`config.mk`:
```
export PLATFORM = sky130hd
export DESIGN_NAME = obstacle_gen
export DESIGN_NICKNAME = d
export VERILOG_FILES = /design/src/rtl/obstacle_pkg.sv /design/src/rtl/obstacle_lfsr.sv /design/src/rtl/obstacle_gen.sv
export SDC_FILE = /design/constraint.sdc
export NUM_CORES = 1
export LEC_CHECK = 0
export ABC_AREA = 1
export CAP_MARGIN = 30
export CORE_AREA = 2 2 90 92
export CTS_CLUSTER_SIZE = 30
export DETAILED_ROUTE_END_ITERATION = 8
export DIE_AREA = 0 0 92 94
export PLACE_DENSITY = 0.59
export SYNTH_ARGS = -nofsm -noshare
export SYNTH_HDL_FRONTEND = slang
export SYNTH_SLANG_ARGS = --single-unit
```
`constraint.sdc`:
```
create_clock -name clk -period 2.95 [get_ports clk]
set_input_delay 0.885 -clock clk [delete_from_list [all_inputs] [get_ports clk]]
set_output_delay 0.885 -clock clk [all_outputs]
set_load 0.1 [all_outputs]
```
`src/rtl/obstacle_pkg.sv`:
```
// Shared definitions for the obstacle generator: type codes, image geometry,
// field positions inside the obstacle word and the FSM state encoding.
package obstacle_pkg;

  typedef enum logic [1:0] {
    IDLE   = 2'd0,
    GAP    = 2'd1,
    ACTIVE = 2'd2
  } state_t;

  localparam int COL_W  = 10;
  localparam int TYPE_W = 4;
  localparam int GAP_W  = 16;
  localparam int OBS_W  = 15;

  localparam int COL_LSB  = 0;
  localparam int COL_MSB  = 9;
  localparam int TYPE_LSB = 10;
  localparam int TYPE_MSB = 13;
  localparam int EN_BIT   = 14;

  localparam logic [TYPE_W-1:0] T_NONE   = 4'd0;
  localparam logic [TYPE_W-1:0] T_SMALL1 = 4'd1;
  localparam logic [TYPE_W-1:0] T_SMALL2 = 4'd2;
  localparam logic [TYPE_W-1:0] T_SMALL3 = 4'd3;
  localparam logic [TYPE_W-1:0] T_LARGE1 = 4'd5;
  localparam logic [TYPE_W-1:0] T_LARGE2 = 4'd6;
  localparam logic [TYPE_W-1:0] T_LARGE3 = 4'd7;
  localparam logic [TYPE_W-1:0] T_BIRD1  = 4'd9;
  localparam logic [TYPE_W-1:0] T_BIRD2  = 4'd10;
  localparam logic [TYPE_W-1:0] T_BIRD3  = 4'd11;

  localparam logic [COL_W-1:0] W_SMALL1 = 10'd17;
  localparam logic [COL_W-1:0] W_SMALL2 = 10'd34;
  localparam logic [COL_W-1:0] W_SMALL3 = 10'd51;
  localparam logic [COL_W-1:0] W_LARGE1 = 10'd25;
  localparam logic [COL_W-1:0] W_LARGE2 = 10'd50;
  localparam logic [COL_W-1:0] W_LARGE3 = 10'd75;
  localparam logic [COL_W-1:0] W_BIRD   = 10'd46;

  localparam logic [COL_W-1:0] H_SMALL = 10'd35;
  localparam logic [COL_W-1:0] H_LARGE = 10'd50;
  localparam logic [COL_W-1:0] H_BIRD  = 10'd40;

  function automatic logic [COL_W-1:0] type_width(input logic [TYPE_W-1:0] t);
    case (t)
      T_SMALL1: return W_SMALL1;
      T_SMALL2: return W_SMALL2;
      T_SMALL3: return W_SMALL3;
      T_LARGE1: return W_LARGE1;
      T_LARGE2: return W_LARGE2;
      T_LARGE3: return W_LARGE3;
      T_BIRD1, T_BIRD2, T_BIRD3: return W_BIRD;
      default:  return '0;
    endcase
  endfunction

endpackage

```
`src/rtl/obstacle_lfsr.sv`:
```
// 16-bit Fibonacci LFSR, taps 16,14,13,11, shifting right; advances on step.
module obstacle_lfsr #(
  parameter logic [15:0] SEED = 16'hACE1
) (
  input  logic        clk,
  input  logic        rst,
  input  logic        step,
  output logic [15:0] q
);

  logic fb;
  assign fb = q[0] ^ q[2] ^ q[3] ^ q[5];

  always_ff @(posedge clk) begin
    if (rst)       q <= SEED;
    else if (step) q <= {fb, q[15:1]};
  end

endmodule

```
`src/rtl/obstacle_gen.sv`:
```
// Obstacle spawner/scroller: IDLE -> GAP (random wait) -> ACTIVE (scroll left).
// Define OBSTACLE_BIRD_EN to allow bird types 9-11; otherwise they fold to large cacti.
module obstacle_gen
  import obstacle_pkg::*;
#(
  parameter int          SCREEN_W  = 640,
  parameter int          MIN_GAP   = 40,
  parameter logic [15:0] LFSR_SEED = 16'hACE1
) (
  input  logic             clk,
  input  logic             rst,
  input  logic             game_tick,
  input  logic             run,
  input  logic             freeze,
  input  logic [3:0]       speed,
  output logic [OBS_W-1:0] obstacle,
  output logic             passed
);

  state_t             state, state_nx;
  logic [GAP_W-1:0]   gap_cnt, gap_nx;
  logic [OBS_W-1:0]   obstacle_nx;
  logic               passed_nx;
  logic [15:0]        lfsr;
  logic               lfsr_unused;
  logic               adv;
  logic               retire;
  logic [COL_W-1:0]   col;
  logic [COL_W-1:0]   eff_speed;
  logic [GAP_W-1:0]   fresh_gap;
  logic [1:0]         n;
  logic [TYPE_W-1:0]  new_type;
  logic [COL_W-1:0]   new_col;

  assign adv         = game_tick & ~freeze;
  assign col         = obstacle[COL_MSB:COL_LSB];
  assign eff_speed   = (speed == 4'd0) ? 10'd1 : {6'd0, speed};
  // compare before subtracting so col can never wrap below zero
  assign retire      = (col <= eff_speed);
  assign fresh_gap   = GAP_W'(MIN_GAP) + GAP_W'(lfsr[8:4]);
  assign n           = (lfsr[3:2] == 2'd0) ? 2'd1 : lfsr[3:2];
  assign new_col     = COL_W'(SCREEN_W) + type_width(new_type);
  assign lfsr_unused = ^lfsr[15:9];

  always_comb begin
    case (lfsr[1:0])
      2'b01:   new_type = 4'd4 + {2'b00, n};
`ifdef OBSTACLE_BIRD_EN
      2'b11:   new_type = 4'd8 + {2'b00, n};
`else
      2'b11:   new_type = 4'd4 + {2'b00, n};
`endif
      default: new_type = {2'b00, n};
    endcase
  end

  obstacle_lfsr #(.SEED(LFSR_SEED)) u_lfsr (
    .clk  (clk),
    .rst  (rst),
    .step (run & adv),
    .q    (lfsr)
  );

  always_ff @(posedge clk) begin
    if (rst) begin
      state    <= IDLE;
      gap_cnt  <= '0;
      obstacle <= '0;
      passed   <= 1'b0;
    end else begin
      state    <= state_nx;
      gap_cnt  <= gap_nx;
      obstacle <= obstacle_nx;
      passed   <= passed_nx;
    end
  end

  always_comb begin
    state_nx = state;
    if (!run) state_nx = IDLE;
    else begin
      case (state)
        IDLE:    state_nx = GAP;
        GAP:     if (adv && gap_cnt <= GAP_W'(1)) state_nx = ACTIVE;
        ACTIVE:  if (adv && retire) state_nx = GAP;
        default: state_nx = IDLE;
      endcase
    end
  end

  always_comb begin
    gap_nx      = gap_cnt;
    obstacle_nx = obstacle;
    passed_nx   = 1'b0;
    if (!run) begin
      gap_nx      = '0;
      obstacle_nx = '0;
    end else begin
      case (state)
        IDLE: begin
          gap_nx      = fresh_gap;
          obstacle_nx = '0;
        end
        GAP: if (adv) begin
          if (gap_cnt <= GAP_W'(1)) begin
            gap_nx                        = '0;
            obstacle_nx[EN_BIT]           = 1'b1;
            obstacle_nx[TYPE_MSB:TYPE_LSB] = new_type;
            obstacle_nx[COL_MSB:COL_LSB]   = new_col;
          end else begin
            gap_nx = gap_cnt - GAP_W'(1);
          end
        end
        ACTIVE: if (adv) begin
          if (retire) begin
            obstacle_nx = '0;
            passed_nx   = 1'b1;
            gap_nx      = fresh_gap;
          end else begin
            obstacle_nx[COL_MSB:COL_LSB] = col - eff_speed;
          end
        end
        default: obstacle_nx = '0;
      endcase
    end
  end

endmodule

```
### Word level (Yosys, flattened, before mapping)

Memories as Yosys holds them, arrays and structs flattened.
Cells that the tools add are included.

* mux-type cells: 18
* $add $sub $neg: 5
* reduce and logical (&&, ||, !) cells: 13
* equal/unequal tests: 10
* $lt $le $gt $ge: 2
* bitwise gates (word level): 9

Operator list (count)
* $mux W16: 4
* $pmux W16 S3: 1
* $mux W15: 3
* $pmux W15 S2: 1
* $le A16 B1 Y1 const B: 1
* $sub A16 B1 Y16 const B: 1
* $ne A2 B2 Y1 const B: 6
* $add A10 B10 Y10 const A: 1
* $le A10 B4 Y1: 1
* $mux W10: 1
* $sub A10 B4 Y10: 1
* $mux W4: 2
* $reduce_and A4 Y1: 2
* $add A6 B5 Y7 const A: 1
* $mux W2: 3
* $pmux W2 S3: 1
* $mux W5: 1
* $add A3 B2 Y4 const A: 1
* $eq A2 B1 Y1 const B: 2
* $eq A2 B2 Y1 const B: 2
* $logic_not A2 Y1: 2
* $logic_not A4 Y1: 1
* $not A1 Y1: 4
* $reduce_or A2 Y1: 2
* other kinds (8): 12

* bits in read-only memories: 112
* bits in registers: 50
* word-level logic and storage cells: 64
* memories kept: 1
* output and inout bits: 16

Memory list
* (no name shown): depth 16, width 7, read ports 1, clocked after Yosys merged registers in 0, write ports 0, line obstacle_pkg.sv:46 `case (t)`

### Depth between registers and ports, before layout

An unclocked memory read counts as a cell.

* depth after elaboration: 9
* gate-level depth with buffers: 16
* mapped depth without buffers: 16

### By module

Synthesis repeated with hierarchy kept, for this count alone.

* cells, all modules: 437
* area total of the unflattened synthesis: 2940.3 sq um

Modules (own cells, without submodules)
* obstacle_gen: area an instance 2327.2 sq um, instances 1, cells an instance 355
* obstacle_lfsr: area an instance 613.1 sq um, instances 1, cells an instance 82

### Worst setup path after synthesis

OpenSTA, ideal clock, no wires.

* path kind: input port to flip-flop
* start: input speed[1]
* end: register gap_cnt[4]
* path buffers: 1
* data arrival time: 2515 ps
* setup time: 122 ps
* cell stages on the path: 14
* slack: 313 ps
* data required time: 2828 ps
* cell sequence: inv_1 -> a31o_2 -> ha_1 -> inv_1 -> fa_1 -> nand2_1 -> nand2_1 -> nand3_1 -> nand2_2 -> nand2_4 -> nand2_4 -> buf_4 -> a21oi_1 -> a21oi_1

* word-level cells in the longest chain between the ends: 5

RTL lines
* start, declared: line obstacle_gen.sv:15 `input logic [3:0] speed,`
* $logic_not A4 Y1: line obstacle_gen.sv:37 `assign eff_speed = (speed == 4'd0) ? 10'd1 : {6'd0, speed};`
* $mux W4 (*): line obstacle_gen.sv:37
* $le A10 B4 Y1 (*): line obstacle_gen.sv:39 `assign retire = (col <= eff_speed);`
* $ne A2 B2 Y1 (no source line) (*)
* $reduce_and A4 Y1 (no source line) (*)
* end signal, assigned: line obstacle_gen.sv:72 `gap_cnt <= gap_nx;`
* end, declared: line obstacle_gen.sv:21 `logic [GAP_W-1:0] gap_cnt, gap_nx;`

Every way passes the cells marked *; elsewhere a longest branch is shown, timed or not.
A chain may end at the register's enable or synchronous reset.

### Final worst setup path

* start: input speed[1]
* end: register gap_cnt[2]

Same word-level chain as after synthesis.

==> key figures <==
Synth
  – Post-synthesis mux area share: 0%
  – Unique masters post-synth: 37
  – Synth Area in XOR/XNOR: 2.648%
  – Syn Area/Cell: 6.485 um^2
  – Mapped Cells: 459
  – Area leader, netlist: dfxtp_1
  – Post-synth EDFFs: 0
  – Mapped cell area: 0.002977 mm^2
  – Synth top area cells: dfxtp_1, nand2_1, nor2_1, inv_1, a21oi_1
  – Post-Synth Adder-Cell Area: 5.296%
  – Top cell type's share of synthesized area: 32.96%
  – Synth async-reset ratio: 0%
  – Seq/Total Area, Yosys: 32.96%
  – #FFs+latches synth: 49
  – Synth Warn #: 0
  – Synth Area in Compound Gates: 12.02%
  – Primary FF master, synth: dfxtp_1
  – Largest family of logic cells by synthesized area: simple AND/OR/NAND/NOR gates
  – Post-Synth Simple-Gate Area: 37.20%
  – Syn_nets: 480

Placement
  – Placed inst area: 0.003342 mm^2
  – Placed cell count: 589
  – Dpl ws: -0.2303 ns
  – # port buffers: 23
  – Hpwl dp: 5535 um
  – Final GP Congestion: 0.8864

Clock tree
  – H-tree levels: 2
  – TritonCTS Buffers: 5
  – CTS Buffer Depth: 2
  – CTS clk-pin slew, worst paths: 0.11 ns
  – Root Buffer: clkbuf_8
  – CTS tree: yes
  – Hold Buf Count CTS: 0
  – CTS sink cnt: 49
  – Clock latency on the worst-skew pair: 0.32 ns

Drt
  – Residual DRC: 0
  – Detail Route Antenna Nets: 0
  – Via count: 2,899
  – Initial drt markers: 98
  – DR WL/cell: 12.32 um
  – First-pass iteration count of the detailed router: 5
  – Vias/cell: 4.856
  – Routed Wire Length: 7353 um

Worst setup path
  – CP Capture Type: register
  – Worst EP required: 3.16 ns
  – Crit Path Max Fanout: 6
  – Crit path launch type: primary input
  – Worst endpoint data arrival time: 2.98 ns
  – CP Class: in -> reg

Timing
  – Slew @ Worst Pin: 0.5765 ns
  – Clk_skew: 0.01287 ns
  – Max Fclk: 0.3609 GHz
  – Final worst setup slack: 0.1793 ns
  – Slew Limit Fails: 0
  – WHS: 0.4731 ns
  – Minimum clock period: 2.771 ns
  – Fin. Hold Viols: 0
  – Endpoints failing setup: 0
  – Final Cycle Share: 93.92%
  – Setup TNS: 0 ns
  – RSZ-0062 raised after global routing: false
  – Relative slew slack: 61.53%

Global route
  – Initial antenna violation count: 0
  – Vias in the first global route: 2,620
  – All-Layer GR Usage: 17.80%
  – Largest net degree at the start of global routing: 19
  – First-pass GRT wire length: 12,410 um
  – Gr ovfl total: 0

Final layout
  – Most common cell after layout, fill and taps aside: nand2_1
  – ANT cells: 0
  – Design area: 0.003473 mm^2
  – Layout Nets: 515
  – Area grow syn2layout: 16.69%
  – Share of cells above drive strength 1: 13.54%
  – # fillers: 841
  – Post-layout util: 45.66%
  – Non-Filler Instances: 597
  – Most frequent cells in the layout: nand2_1, nor2_1, inv_1, dfxtp_1, a21oi_1

Min path
  – HP Class: reg -> reg

Power
  – Pwr dens: 475.3 mW/mm^2
  – Leakage: 1.664 nW
  – Power Total: 1.651 mW
  – Worst VDD drop: 0.2435 mV

Run
  – Maxcap violations: 0

Die
  – Starting Density: 39.13%
  – # IOs: 25
  – Die W: 92 um
  – Die Area: 0.008648 mm^2
  – Core box area: 0.007607 mm^2
  – Die H: 94 um
  – Std cell rows: 32

Outcome
  – Outcome: finished, final reports clean
==> final timing paths <==
| kind | start | endpoint | slack, ns | depth (start not counted) |
|---|---|---|---|---|
| setup / recovery | speed[1] | gap_cnt[2] | 0.18 | 15 |
| hold / removal | u_lfsr.q[11] | u_lfsr.q[11] | 0.47 | 2 |
| setup reg to reg | obstacle[0] | gap_cnt[2] | 0.99 | 13 |
| hold reg to reg | u_lfsr.q[11] | u_lfsr.q[11] | 0.47 | 2 |
==> cell families (layout without fill, tap and decap cells) <==
kind of cell / Yosys count / count (layout)
fa+ha+maj: 12 / 12
simple gates: 255 / 255
xor+xnor: 9 / 9
other cells: 1 / 1
buf+inv: 66 / 102
compound gates: 67 / 67
flops: 49 / 49
==> power by group <==
group / switching [mW] / total [mW] / internal, mW
combinational: 0.320 / 0.488 / 0.168
sequential: 0.0270 / 0.716 / 0.689
clock: 0.269 / 0.447 / 0.178
==> sequential cells by signal (all words and copies together) (netlist names) <==
| name | count |
|---|---|
| gap_cnt | 16 |
| obstacle | 14 |
| u_lfsr.q | 16 |
| passed | 1 |
| state | 2 |
==> layer usage <==
metal / up-vias / global-route usage [%] / routed length, um
met5: - / 0 / 0
met2: 49 / 29.35 / 3353
li1: 1521 / - / -
met1: 1323 / 24.58 / 3645
met3: 6 / 2.729 / 285
met4: 0 / 4.104 / 68
==> synthesized netlist by cell type, types with 2 or more instances <==
cell	number
nand4_1	5
nand2_1	130
xor2_1	8
buf_4	2
nand2_4	3
inv_1	52
nor2_2	4
buf_2	3
ha_1	11
dfxtp_1	49
a21oi_1	37
clkbuf_1	4
a31o_2	2
nand2_2	2
o21ai_0	20
nor2_4	2
o21ai_1	4
nand3_1	34
nor2_1	65
buf_6	2
nor3_1	4
==> worst max-delay path: stages <==
cell and delay [ns]:
clkdlybuf4s50_1 0.42, inv_1 0.08, a31o_2 0.14, ha_1 0.14, inv_2 0.04, fa_2 0.34
nand2_1 0.10, nand2_2 0.07, nand3_2 0.09, nand2_2 0.07, nand2_4 0.11, nand2_8 0.09
buf_4 0.18, a21oi_1 0.14, a21oi_1 0.09
==> final cells by class <==
type | instances | area (um^2) | share of cell area [%]
tap | 102 | 127.6 | 3.674
clock buffer | 5 | 68.82 | 1.981
sequential | 49 | 980.9 | 28.24
multi-input combinational | 344 | 1737 | 50.00
clock inverter | 3 | 28.78 | 0.8285
inverter | 54 | 210.2 | 6.052
timing repair buffer | 40 | 320.3 | 9.222
==> timing repair <==
item / CTS / global route
setup buffers: 0 / 0
resized for setup: 0 / 10
endpoints found under the setup margin: 0 / 28
Power figures use the tool's default switching activity.
==> RTL change 1 (same flow settings) <==
Make the reset (`rst`) asynchronous in 2 clocked blocks.
--- a/src/rtl/obstacle_lfsr.sv
+++ b/src/rtl/obstacle_lfsr.sv
@@ -13,3 +13,3 @@
 
-  always_ff @(posedge clk) begin
+  always_ff @(posedge clk or posedge rst) begin
     if (rst)       q <= SEED;
--- a/src/rtl/obstacle_gen.sv
+++ b/src/rtl/obstacle_gen.sv
@@ -63,3 +63,3 @@
 
-  always_ff @(posedge clk) begin
+  always_ff @(posedge clk or posedge rst) begin
     if (rst) begin
Behaviour: no difference found for any inputs over 10 cycles, from zero or initial values and one cycle with rst high; that may be too few to reach the edited logic, so the function may still have changed.
==> RTL change 1 against the original RTL <==
  * First-iteration DRC count is 1.0% higher
  * Sequential cell count unchanged
  * Area after synthesis up 6.6%
  * Utilization rose by 2.4 points
  * Register-to-register slack got worse by 0.09 ns
  * Worst setup slack worse by 0.0082 ns
  * Final cell count fell by 2.8%
  * Routed wire length shrank 5.0%
  * Design area grew 5.3%
  * Critical path type unchanged
  * Largest cell class unchanged
  * Highest routed layer unchanged
Power is not compared: it rests on default switching activity, and its combinational part moved more than twofold at a synthesized area within 25%.
==> RTL change 1: results (changes against the original RTL) <==
| Metric | Value |
|---|---|
| Worst path max stage delay | `0.40 ns (-0.02 ns)` |
| Pre-CTS WS | `-0.173 ns (+0.0576 ns)` |
| Total GRT Usage | `17.8% (-0.031 points)` |
| Synth area leaders | `dfrtp_1, nand2_1, dfstp_2` |
| Drt total wl | `6990 um (-5.0%)` |
| Seq group | `0.00105 W` |
| Top_reg_cell synth | `dfrtp_1` |
| Vias per inst | `4.74 (-2.4%)` |
| Vias in the first global route | `2609 (-0.42%)` |
| Xor and xnor area share after synthesis | `3.04% (+0.39 points)` |
| Status | `complete, no violations` |
| Syn Area/Cell | `7.21 um^2 (+11%)` |
| Drt pass-1 iters | `4 (-1)` |
| Layout net count | `497 (-3.5%)` |
| FFs w/ async S/R, synth | `100% (+100 points)` |
| Crit Path Max Fanout | `12 (+6)` |
| 1st-iter DRT viols | `99 (+1.0%)` |
| Share of layout cells above drive strength 1 | `15.7% (+2.2 points)` |
| Area share of fa/ha/maj cells after synthesis | `4.57% (-0.72 points)` |
| Latest clock arrival within the worst-skew pair | `0.31 ns` |
| Hold_buf cts | `0 (unchanged)` |
| DP Wirelength | `5510 um (-0.44%)` |
| Global-route wire length before repair | `12400 um (unchanged)` |
| Post-synthesis sequential area ratio | `38.9% (+6.0 points)` |
| GPL Wtd Cong | `0.881 (-0.61%)` |
| Post-synthesis mux area share | `0% (unchanged)` |
| Synth cell count leaders | `nand2_1, inv_1, dfrtp_1` |
| Placed insts | `572 (-2.9%)` |
| Post-synth net total | `460 (-4.2%)` |
| Routed via count | `2750 (-5.1%)` |
| Leak | `1.97 nW` |
| Post-synth cell types | `35 (-5.4%)` |
| Setup Skew | `0.0119 ns (-0.000949 ns)` |
==> RTL change 1: cell type report <==
| class | count | area [um^2] |
|---|---|---|
| Multi-Input combinational cell | 327 | 1640 |
| Clock inverter | 3 | 28.8 |
| Tap cell | 102 | 128 |
| Sequential cell | 49 | 1240 |
| Inverter | 54 | 208 |
| Timing Repair Buffer | 40 | 345 |
| Fill cell | 784 | 3950 |
| Clock buffer | 5 | 68.8 |
==> RTL change 1: what timing repair did <==
action,4_1_cts,5_1_grt
setup endpoints to repair,0,1
gates resized for setup,0,1
endpoints found under the hold margin,0,0
==> RTL change 1: final timing paths <==
check	startpoint	end	slack (ns)	cells past startpoint
min in group asynchronous	rst	u_lfsr.q[14]	0.84	2
min	u_lfsr.q[12]	u_lfsr.q[12]	0.48	2
max	speed[3]	gap_cnt[7]	0.17	14
max in group asynchronous	rst	u_lfsr.q[7]	1.48	3
min reg2reg	u_lfsr.q[12]	u_lfsr.q[12]	0.48	2
max reg2reg	obstacle[0]	gap_cnt[7]	0.90	12
==> RTL change 1: through the flow <==
| stage | total power, W | instance area (um^2) | hold WS, ns | TNS (ns) |
|---|---|---|---|---|
| floorplan | 0.00275 | 3170 | 0.442 | 0 |
| global placement | 0.00318 | 3560 | 0.456 | -1.92 |
| detailed placement | 0.00321 | 3560 | 0.460 | -3.84 |
| CTS | 0.00365 | 3650 | 0.487 | 0 |
| global route | 0.00398 | 3660 | 0.509 | -0.00531 |
| finish | 0.00362 | 3660 | 0.483 | 0 |
==> RTL change 1: metal layers <==
metal / vias up / track usage, % / wire, um
met2: 27 / 27.5 / 3200
met3: 6 / 2.89 / 206
met1: 1261 / 26.0 / 3510
met5: - / 0 / 0
met4: 0 / 4.48 / 72
li1: 1456 / - / -
==> RTL change 2 (config.mk and constraints unchanged) <==
Without the edit above. `GAP_W`: 16 -> 18.
--- a/src/rtl/obstacle_pkg.sv
+++ b/src/rtl/obstacle_pkg.sv
@@ -12,3 +12,3 @@
   localparam int TYPE_W = 4;
-  localparam int GAP_W  = 16;
+  localparam int GAP_W  = 18;
   localparam int OBS_W  = 15;
Check against the original RTL: same outputs for any inputs over 10 cycles, from zero or initial values and one cycle with rst high; that may be too few to reach the edited logic, so the function may still have changed.
==> RTL change 2 against the original RTL <==
  * Sequential cell count rose by 2
  * Routed wire length fell by 0.60%
  * Power rose by 2.7%
  * Area after synthesis rose by 3.6%
  * Critical path type unchanged
  * First-iteration DRC count rose by 51%
  * Synthesized cell count rose by 3.1%
  * Combinational power rose by 6.6%
  * Largest power group unchanged
  * Critical path depth rose by 1
  * Worst setup slack got worse by 0.0038 ns
  * Register-to-register slack got worse by 0.03 ns
  * Design area rose by 2.0%
==> RTL change 2: results (changes against the original RTL) <==
| Metric | Value |
|---|---|
| Drt pass-1 iters | `5 (unchanged)` |
| Xor and xnor area share after synthesis | `2.27% (-0.38 points)` |
| Met1 Use GR | `22.5% (-2.1 points)` |
| 1st-iter DRT viols | `148 (+51%)` |
| Share of layout cells above drive strength 1 | `12.3% (-1.3 points)` |
| HP Class | `flop to flop` |
| Post-synth net total | `494 (+2.9%)` |
| Synth area leaders | `dfxtp_1, nand2_1, nor2_1` |
| Synth cell count leaders | `nand2_1, nor2_1, dfxtp_1` |
| CP delay by family, top | `simple AND/OR/NAND/NOR gates` |
| WP data arrival | `2.99 ns (about the same)` |
| Global-route wire length before repair | `12700 um (+2.6%)` |
| Leak | `1.70 nW (+2.4%)` |
| Met2 Resource Use GR | `32.7% (+3.3 points)` |
| Worst path max stage delay | `0.40 ns (-0.02 ns)` |
| Routed via count | `2933 (+1.2%)` |
| Drt total wl | `7310 um (-0.60%)` |
| Post-synth cell types | `42 (+14%)` |
| Crit Path Max Fanout | `22 (+16)` |
| PortBufs | `23 (unchanged)` |
| Met3 usage | `3.37% (+0.64 points)` |
| Worst path slowest cell | `clkdlybuf4s50_1` |
| Layout net count | `526 (+2.1%)` |
| FFs w/ async S/R, synth | `0% (unchanged)` |
| Total GRT Usage | `18.1% (+0.29 points)` |
| Vias in the first global route | `2831 (+8.1%)` |
| Post-synthesis sequential area ratio | `33.1% (+0.16 points)` |
| Pre-CTS WS | `-0.211 ns (+0.0196 ns)` |
| Area share of fa/ha/maj cells after synthesis | `5.11% (-0.18 points)` |
| Status | `complete, no violations` |
| Sw frac | `36.8% (-0.48 points)` |
| Top_reg_cell synth | `dfxtp_1` |
| Worst vdd ir | `252 uV (+3.6%)` |
| GPL Wtd Cong | `0.814 (-8.2%)` |
| Compound-cell area share of the yosys netlist | `10.9% (-1.1 points)` |
| Largest net degree at the start of global routing | `23 (+4)` |
| Setup bufs post-CTS | `0 (unchanged)` |
| Setup Skew | `0.0101 ns (-0.00280 ns)` |
| DP Wirelength | `5380 um (-2.8%)` |
| Top flop regs | `gap_cnt: 18 flops, u_lfsr.q: 16 flops, obstacle: 14 flops` |
RTL change 2: cell types whose count changed after synthesis, sizes merged, moves of 2 or more:
cell / change
dfxtp: +2
o21ai: -2
nand2: +8
nor3: -2
a21oi: -8
o22ai: +3
xor2: -2
nor2: +8
nand3: +7
nand4: -2
nand3b: +2
RTL change 2: final timing paths:
kind / start / to / slack [ns] / cells past startpoint
worst min-delay path: u_lfsr.q[11] / u_lfsr.q[11] / 0.47 / 2
worst max register to register: obstacle[0] / gap_cnt[11] / 0.96 / 14
worst max-delay path: speed[1] / gap_cnt[11] / 0.18 / 16
worst min register to register: u_lfsr.q[11] / u_lfsr.q[11] / 0.47 / 2
RTL change 2: cell families (layout without fill, tap and decap cells):
logic type / after synthesis / in the layout
buffers and inverters: 65 / 98
DFF: 51 / 51
AOI/OAI and AO/OA: 60 / 60
and+or+nand+nor: 276 / 276
adders and majority gates: 12 / 12
other: 1 / 1
xor gates and xnor gates: 8 / 8
RTL change 2: area by class of cell:
type,instances,area (um^2)
inverters,53,204
well taps,102,128
clock buffers,5,68.8
repair buffers,37,302
clock inverters,3,27.5
flip-flops and latches,51,1020
multi-input cells,357,1790
fillers,813,4060
RTL change 2: power groups by stage:
| stage | Sequential, W | Clock, W | Combinational (W) |
|---|---|---|---|
| 2_1_floorplan | 0.000773 | 0 | 0.000394 |
| 5_1_grt | 0.000751 | 0.000479 | 0.000589 |
| 3_5_place_dp | 0.000761 | 0 | 0.000510 |
| 6_report | 0.000745 | 0.000431 | 0.000520 |
| 4_1_cts | 0.000745 | 0.000450 | 0.000515 |
| 3_3_place_gp | 0.000760 | 0 | 0.000506 |
RTL change 2: timing repair:
action                     in CTS  in global routing
gates resized for setup         0                  6
setup endpoints to repair       0                 18
hold endpoints to repair        0                  0
RTL change 2: metrics by stage:
stage / util [%] / hold WS (ns) / area (um^2) / std cells / TNS [ns]
final: 46.6 / 0.469 / 3540 / 608 / 0
after detailed placement: 45.1 / 0.444 / 3430 / 600 / -4.72
after global routing: 46.6 / 0.491 / 3540 / 608 / 0
after CTS: 46.3 / 0.472 / 3520 / 608 / 0
after global placement: 45.1 / 0.439 / 3430 / 600 / -2.93
after floorplan: - / 0.429 / 3080 / 473 / 0
RTL change 2: worst reg2reg max path, cell delays in order, from the launching register on:
cell,delay (ns)
dfxtp_1,0.33
inv_1,0.07
ha_1,0.13
inv_1,0.06
fa_1,0.38
nand2_1,0.10
nand2_2,0.07
nand3_2,0.10
nand2_2,0.07
nand2_4,0.09
nand3_4,0.10
inv_6,0.17
nand3_1,0.10
nand2_1,0.08
nor2_1,0.03
RTL change 2: metal layers:
metal | up-vias | part of all wire, %
met1 | 1327 | 47
met2 | 46 | 50
li1 | 1554 | -
met3 | 6 | 2.4
met5 | - | 0
met4 | 0 | 0.96
